===== src/rtl/asmi_readback.sv =====
// Streams num_blocks 256-byte flash pages from the ASMI core into the Tx FIFO,
// bit-reversing every byte and keeping a 16-bit running checksum.
module asmi_readback #(
  parameter logic [23:0] BASE_ADDR  = 24'h100000,
  parameter logic [10:0] FIFO_LIMIT = 11'd1792,
  parameter logic [15:0] WDOG       = 16'd65535
) (
  input  logic        clock,
  input  logic        reset,
  input  logic        read_req,
  input  logic [13:0] num_blocks,
  output logic        read_ACK,
  input  logic [10:0] IF_Tx_used,
  output logic        wrreq,
  output logic [7:0]  Tx_data,
  output logic [23:0] asmi_addr,
  output logic        asmi_rden,
  output logic        asmi_read,
  input  logic [7:0]  asmi_dataout,
  input  logic        asmi_data_valid,
  input  logic        asmi_busy,
  output logic        page_ready,
  input  logic        page_ready_ACK,
  output logic        read_done,
  output logic        timeout_err,
  output logic [15:0] checksum
);

  typedef enum logic [3:0] {
    S_IDLE, S_START, S_ROOM, S_ISSUE, S_STREAM,
    S_PAGE_END, S_WAIT_ACK, S_DONE, S_ERROR
  } state_t;

  state_t      state_q, state_d;
  logic [13:0] blocks_q, blocks_d;
  logic [13:0] page_q, page_d;
  logic [8:0]  byte_q, byte_d;
  logic [23:0] addr_q, addr_d;
  logic [15:0] csum_q, csum_d;
  logic [15:0] wd_q, wd_d;
  logic        wrreq_q, wrreq_d;
  logic [7:0]  tx_q, tx_d;
  logic        page_ready_q, page_ready_d;

  logic [7:0]  rev;
  logic        accept;
  logic        watching;
  logic        wd_expire;

  always_comb begin
    rev = '0;
    for (int unsigned i = 0; i < 8; i++) begin
      rev[i] = asmi_dataout[7-i];
    end
  end

  assign accept    = (state_q == S_STREAM) && asmi_data_valid && !byte_q[8];
  assign watching  = (state_q == S_ISSUE) || (state_q == S_STREAM) ||
                     ((state_q == S_ROOM) && asmi_busy);
  // Fire on the idle cycle that would bring the counter to WDOG.
  assign wd_expire = watching && !asmi_data_valid && (wd_q == WDOG - 16'd1);

  always_comb begin
    state_d      = state_q;
    blocks_d     = blocks_q;
    page_d       = page_q;
    byte_d       = byte_q;
    addr_d       = addr_q;
    csum_d       = csum_q;
    wrreq_d      = 1'b0;
    tx_d         = tx_q;
    page_ready_d = page_ready_q;

    unique case (state_q)
      S_IDLE: begin
        page_ready_d = 1'b0;
        if (read_req && !asmi_busy) state_d = S_START;
      end
      S_START: begin
        blocks_d = num_blocks;
        page_d   = '0;
        csum_d   = '0;
        addr_d   = BASE_ADDR;
        state_d  = (num_blocks == '0) ? S_DONE : S_ROOM;
      end
      S_ROOM: begin
        if ((IF_Tx_used <= FIFO_LIMIT) && !asmi_busy) state_d = S_ISSUE;
      end
      S_ISSUE: begin
        byte_d  = '0;
        state_d = S_STREAM;
      end
      S_STREAM: begin
        if (accept) begin
          wrreq_d = 1'b1;
          tx_d    = rev;
          csum_d  = csum_q + {8'd0, rev};
          byte_d  = byte_q + 9'd1;
          if (byte_q == 9'd255) state_d = S_PAGE_END;
        end
      end
      S_PAGE_END: begin
        page_d       = page_q + 14'd1;
        addr_d       = addr_q + 24'd256;
        page_ready_d = 1'b1;
        state_d      = S_WAIT_ACK;
      end
      S_WAIT_ACK: begin
        if (page_ready_ACK) begin
          page_ready_d = 1'b0;
          state_d      = (page_q == blocks_q) ? S_DONE : S_ROOM;
        end
      end
      S_DONE, S_ERROR: begin
        if (!read_req) state_d = S_IDLE;
      end
      default: state_d = S_IDLE;
    endcase

    if (wd_expire) state_d = S_ERROR;
  end

  always_comb begin
    if ((state_d != state_q) || asmi_data_valid) wd_d = '0;
    else if (watching)                           wd_d = wd_q + 16'd1;
    else                                         wd_d = wd_q;
  end

  always_ff @(posedge clock or posedge reset) begin
    if (reset) begin
      state_q      <= S_IDLE;
      blocks_q     <= '0;
      page_q       <= '0;
      byte_q       <= '0;
      addr_q       <= BASE_ADDR;
      csum_q       <= '0;
      wd_q         <= '0;
      wrreq_q      <= 1'b0;
      tx_q         <= '0;
      page_ready_q <= 1'b0;
    end else begin
      state_q      <= state_d;
      blocks_q     <= blocks_d;
      page_q       <= page_d;
      byte_q       <= byte_d;
      addr_q       <= addr_d;
      csum_q       <= csum_d;
      wd_q         <= wd_d;
      wrreq_q      <= wrreq_d;
      tx_q         <= tx_d;
      page_ready_q <= page_ready_d;
    end
  end

  assign read_ACK    = (state_q == S_START);
  assign asmi_read   = (state_q == S_ISSUE);
  assign asmi_rden   = (state_q == S_ISSUE) || (state_q == S_STREAM);
  assign read_done   = (state_q == S_DONE);
  assign timeout_err = (state_q == S_ERROR);
  assign wrreq       = wrreq_q;
  assign Tx_data     = tx_q;
  assign asmi_addr   = addr_q;
  assign page_ready  = page_ready_q;
  assign checksum    = csum_q;

endmodule


===== config.mk =====
export PLATFORM = sky130hd
export DESIGN_NAME = asmi_readback
export DESIGN_NICKNAME = d
export VERILOG_FILES = /design/src/rtl/asmi_readback.sv
export SDC_FILE = /design/constraint.sdc
export NUM_CORES = 1
export LEC_CHECK = 0
export BUFFER_PORTS_ARGS = -buffer_cell sky130_fd_sc_hd__clkbuf_2
export CELL_PAD_IN_SITES_DETAIL_PLACEMENT = 0
export CELL_PAD_IN_SITES_GLOBAL_PLACEMENT = 2
export CORE_ASPECT_RATIO = 1.2
export CORE_UTILIZATION = 31
export CTS_CLUSTER_DIAMETER = 150
export DETAILED_ROUTE_END_ITERATION = 8
export GPL_TIMING_DRIVEN = 1
export MAX_ROUTING_LAYER = met4
export PLACE_DENSITY_LB_ADDON = 0.3
export SYNTH_ARGS = -nofsm -noshare
export SYNTH_HDL_FRONTEND = slang
export SYNTH_SLANG_ARGS = --single-unit

===== constraint.sdc =====
create_clock -name clock -period 3.15 [get_ports clock]
set_input_delay 0.4725 -clock clock [delete_from_list [all_inputs] [get_ports clock]]
set_output_delay 0.4725 -clock clock [all_outputs]
set_load 0.03 [all_outputs]

==> load_flow_metrics.sql <==
INSERT INTO impl_metrics (metric_group, metric, value, unit) VALUES
('cts', 'clkTransAtPathRegs', '0.07', 'ns'),
('logic_synthesis', 'syn_area_per_cell', '9.122', 'um2'),
('logic_synthesis', 'yosysMostFrequentCell', 'nand2_1', ''),
('floorplan', 'effective_utilization_at_floorplan', '31.63', '%'),
('drt', 'routed_wire_per_std_cell', '14.96', 'um'),
('cts', 'tritoncts', 'built', ''),
('logic_synthesis', 'seq_area_frac_synth', '46.69', '%'),
('cts', 'cts_inserted_buffers', '9', ''),
('critical_path', 'worstPathRequired', '2.68', 'ns'),
('critical_path', 'crit_fanout', '37', ''),
('cells_and_area', 'n_diodes', '0', ''),
('drt', 'route.antenna.remaining_nets', '0', ''),
('sta', 'max_slew_margin', '60.81', '%'),
('cells_and_area', 'final_cells', '889', ''),
('logic_synthesis', 'number_of_storage_elements_in_the_synthesis_netlist', '99', ''),
('critical_path', 'timing.critical_path.slowest_stage_cell', 'dfrtp_1', ''),
('logic_synthesis', 'synth_top_cells_by_area', 'dfrtp_1 (46%), nand2_1 (8.3%), xnor2_1 (4.9%)', ''),
('sta', 'setup_skew_after_layout', '0.008857', 'ns'),
('cts', 'cts_setup_buffers', '0', ''),
('sta', 'fin_crit_sh', '82.28', '%'),
('drt', 'drt_pass1_iterations', '4', ''),
('logic_synthesis', 'synth_top_cell_by_area', 'dfrtp_1', ''),
('sta', 'worstMarginPinSlew', '0.5865', 'ns'),
('logic_synthesis', 'netlist.area_leader.share', '46.19', '%'),
('floorplan', 'io_count', '94', ''),
('grt', 'grt_first_pass_wirelength', '22.16', 'mm'),
('sta', 'final.min_clock_period', '2.592', 'ns'),
('grt', 'grt_util_all_layers', '16.42', '%'),
('grt', 'grt_antenna_before_repair', '0', ''),
('drt', 'initialDrtViolationCount', '245', ''),
('drt', 'vias_per_cell', '5.000', ''),
('logic_synthesis', 'synth_top_cells_by_count', 'nand2_1 (117), dfrtp_1 (98), nand3_1 (35), nor2_1 (35), o21ai_0 (34)', ''),
('drt', 'detailroute.via_count', '4445', ''),
('cells_and_area', 'final_net_count', '722', ''),
('sta', 'timing_hold_violations_final', '0', ''),
('sta', 'fin_setup_tns', '0', 'ns'),
('cts', 'max-clock-path-buffers', '2', ''),
('cts', 'clockRootBuffer', 'clkbuf_16', ''),
('cells_and_area', 'syn_to_final_growth', '18.64', '%'),
('power_and_ir_drop', 'power_leakage', '2.919', 'nW'),
('placed_design', 'place.detailed.instances', '873', ''),
('cts', 'htreeDepth', '3', ''),
('cts', 'clkSinkCount', '99', ''),
('sta', 'setup_viol', '0', ''),
('drt', 'postRouteWirelength', '13.30', 'mm'),
('logic_synthesis', 'synth_edf_count', '0', ''),
('logic_synthesis', 'dominantRegCellSynth', 'dfrtp_1', ''),
('placed_design', 'numPortBuffers', '85', ''),
('logic_synthesis', 'netlist_instances', '582', ''),
('critical_path', 'critPathLaunchType', 'flop', ''),
('floorplan', 'fp.dieH', '145.4', 'um'),
('min_path', 'min-delay-path-class', 'in -> async', ''),
('floorplan', 'fp.dieW', '121.5', 'um'),
('flow_run', 'cap_viol_max_count', '0', ''),
('status', 'outcome', 'finished clean', ''),
('sta', 'rsz_0062_raised_after_global_routing', 'no', ''),
('critical_path', 'crit_chain', 'nand2b_1 > or3_1 > buf_4 > inv_1 > clkbuf_2', ''),
('logic_synthesis', 'netlist-cell-type-count', '59', ''),
('critical_path', 'timing.reg2reg.worst_path_depth', '7', ''),
('cells_and_area', 'postLayoutCellArea', '6299', 'um2'),
('grt', 'largest_net_degree_at_the_start_of_global_routing', '74', ''),
('floorplan', 'core_region_area', '16790', 'um2'),
('cells_and_area', 'final_layout_size_suffix_gt1_share', '18.72', '%'),
('placed_design', 'post_dp_cell_area', '5983', 'um2'),
('sta', 'timing.fmax', '385.8', 'MHz'),
('floorplan', 'die_area', '17650', 'um2'),
('grt', 'globalRouteOverflowTotal', '0', ''),
('grt', 'grt_pass1_vias', '4449', ''),
('power_and_ir_drop', 'power_density', '720.0', 'nW/um2'),
('drt', 'drcViolationCount', '0', ''),
('placed_design', 'post-dp-hpwl', '9.446', 'mm');
-- per-stage QoR --
stage / utilization [%] / setup WS (ns) / hold WS (ns) / power [mW]
floorplan: - / 0.08873 / 0.4659 / 2.947
global placement: 35.64 / 0.6085 / 0.4570 / 3.387
detailed placement: 35.64 / 0.5613 / 0.4664 / 3.405
CTS: 37.52 / 0.5142 / 0.1114 / 4.604
global route: 37.52 / 0.3011 / 0.1407 / 4.856
finish: 37.52 / 0.5580 / 0.1081 / 4.535
-- area by class of cell --
type,count,area [um2]
flip-flops and latches,99,2479
clock buffers,13,270.3
clock inverters,3,45.04
inverters,14,60.06
multi-input cells,444,2624
repair buffers,100,550.5
well taps,216,270.3
fillers,1766,10490
-- layout by cell type (no fill, tap or decap), types with 2 or more instances in the layout --
master,n
and4_1,2
or3_1,6
nand3_1,35
o211ai_1,2
and3_1,10
nand2b_1,2
a22o_1,3
conb_1,8
xnor2_1,30
xor2_1,19
clkbuf_2,85
clkbuf_16,9
a211o_1,2
o21ai_0,34
nor4bb_1,3
a21boi_0,5
a21oi_1,10
clkinvlp_4,2
a211oi_1,5
buf_4,14
nand4_1,18
nor3_1,25
o21a_1,4
mux2i_1,5
inv_1,12
nor4_1,12
clkbuf_8,3
o31a_1,2
o31ai_1,3
a21o_1,3
nor2_1,35
a31o_2,2
o21bai_1,2
ha_1,14
nor2b_1,6
dfrtp_1,98
nand2_1,117
-- metal layers --
layer | vias to the layer above | routed length, um | track usage, %
met5 | - | 0 | -
met4 | 0 | 182 | 6.790
met3 | 11 | 478 | 2.351
met2 | 92 | 6135 | 24.91
met1 | 2149 | 6506 | 21.82
li1 | 2193 | - | -
-- registers in the layout, indices dropped and copies added (netlist names) --
signal / count
page_q: 14
checksum: 16
wd_q: 16
wrreq: 1
asmi_addr: 16
state_q: 4
blocks_q: 14
Tx_data: 8
page_ready: 1
byte_q: 9
-- path summary, 6_finish.rpt --
check	start	to	slack (ns)
setup / recovery	state_q[1]	read_ACK	0.56
hold / removal	reset	wd_q[7]	0.11
setup reg to reg	state_q[1]	wd_q[3]	0.56
hold reg to reg	Tx_data[3]	Tx_data[3]	0.48
max in group asynchronous	reset	asmi_addr[20]	2.30
min in group clock	num_blocks[13]	blocks_q[13]	0.34
-- cells by family (layout without fill, tap and decap cells) --
family / Yosys count / in the layout / synth area share (%)
fa+ha+maj: 15 / 15 / 3.677
compound gates: 88 / 88 / 10.94
flops: 99 / 99 / 46.69
buf+inv: 46 / 130 / 4.384
mux: 5 / 5 / 0.9428
xor+xnor: 49 / 49 / 8.084
simple gates: 279 / 279 / 25.22
other cells: 1 / 8 / 0.07064
-- critical path, delay by kind of cell, from the launching register on --
kind | cells | cell delay [ns]
flops | 1 | 0.51
simple gates | 2 | 0.60
buf+inv | 3 | 0.66
-- power by group --
part	internal, mW	switching [mW]	leakage (nW)
clock	0.682	0.489	0.148
combinational	0.556	0.999	1.44
sequential	1.54	0.266	1.33
No activity file was read; power rests on OpenSTA's default activity.
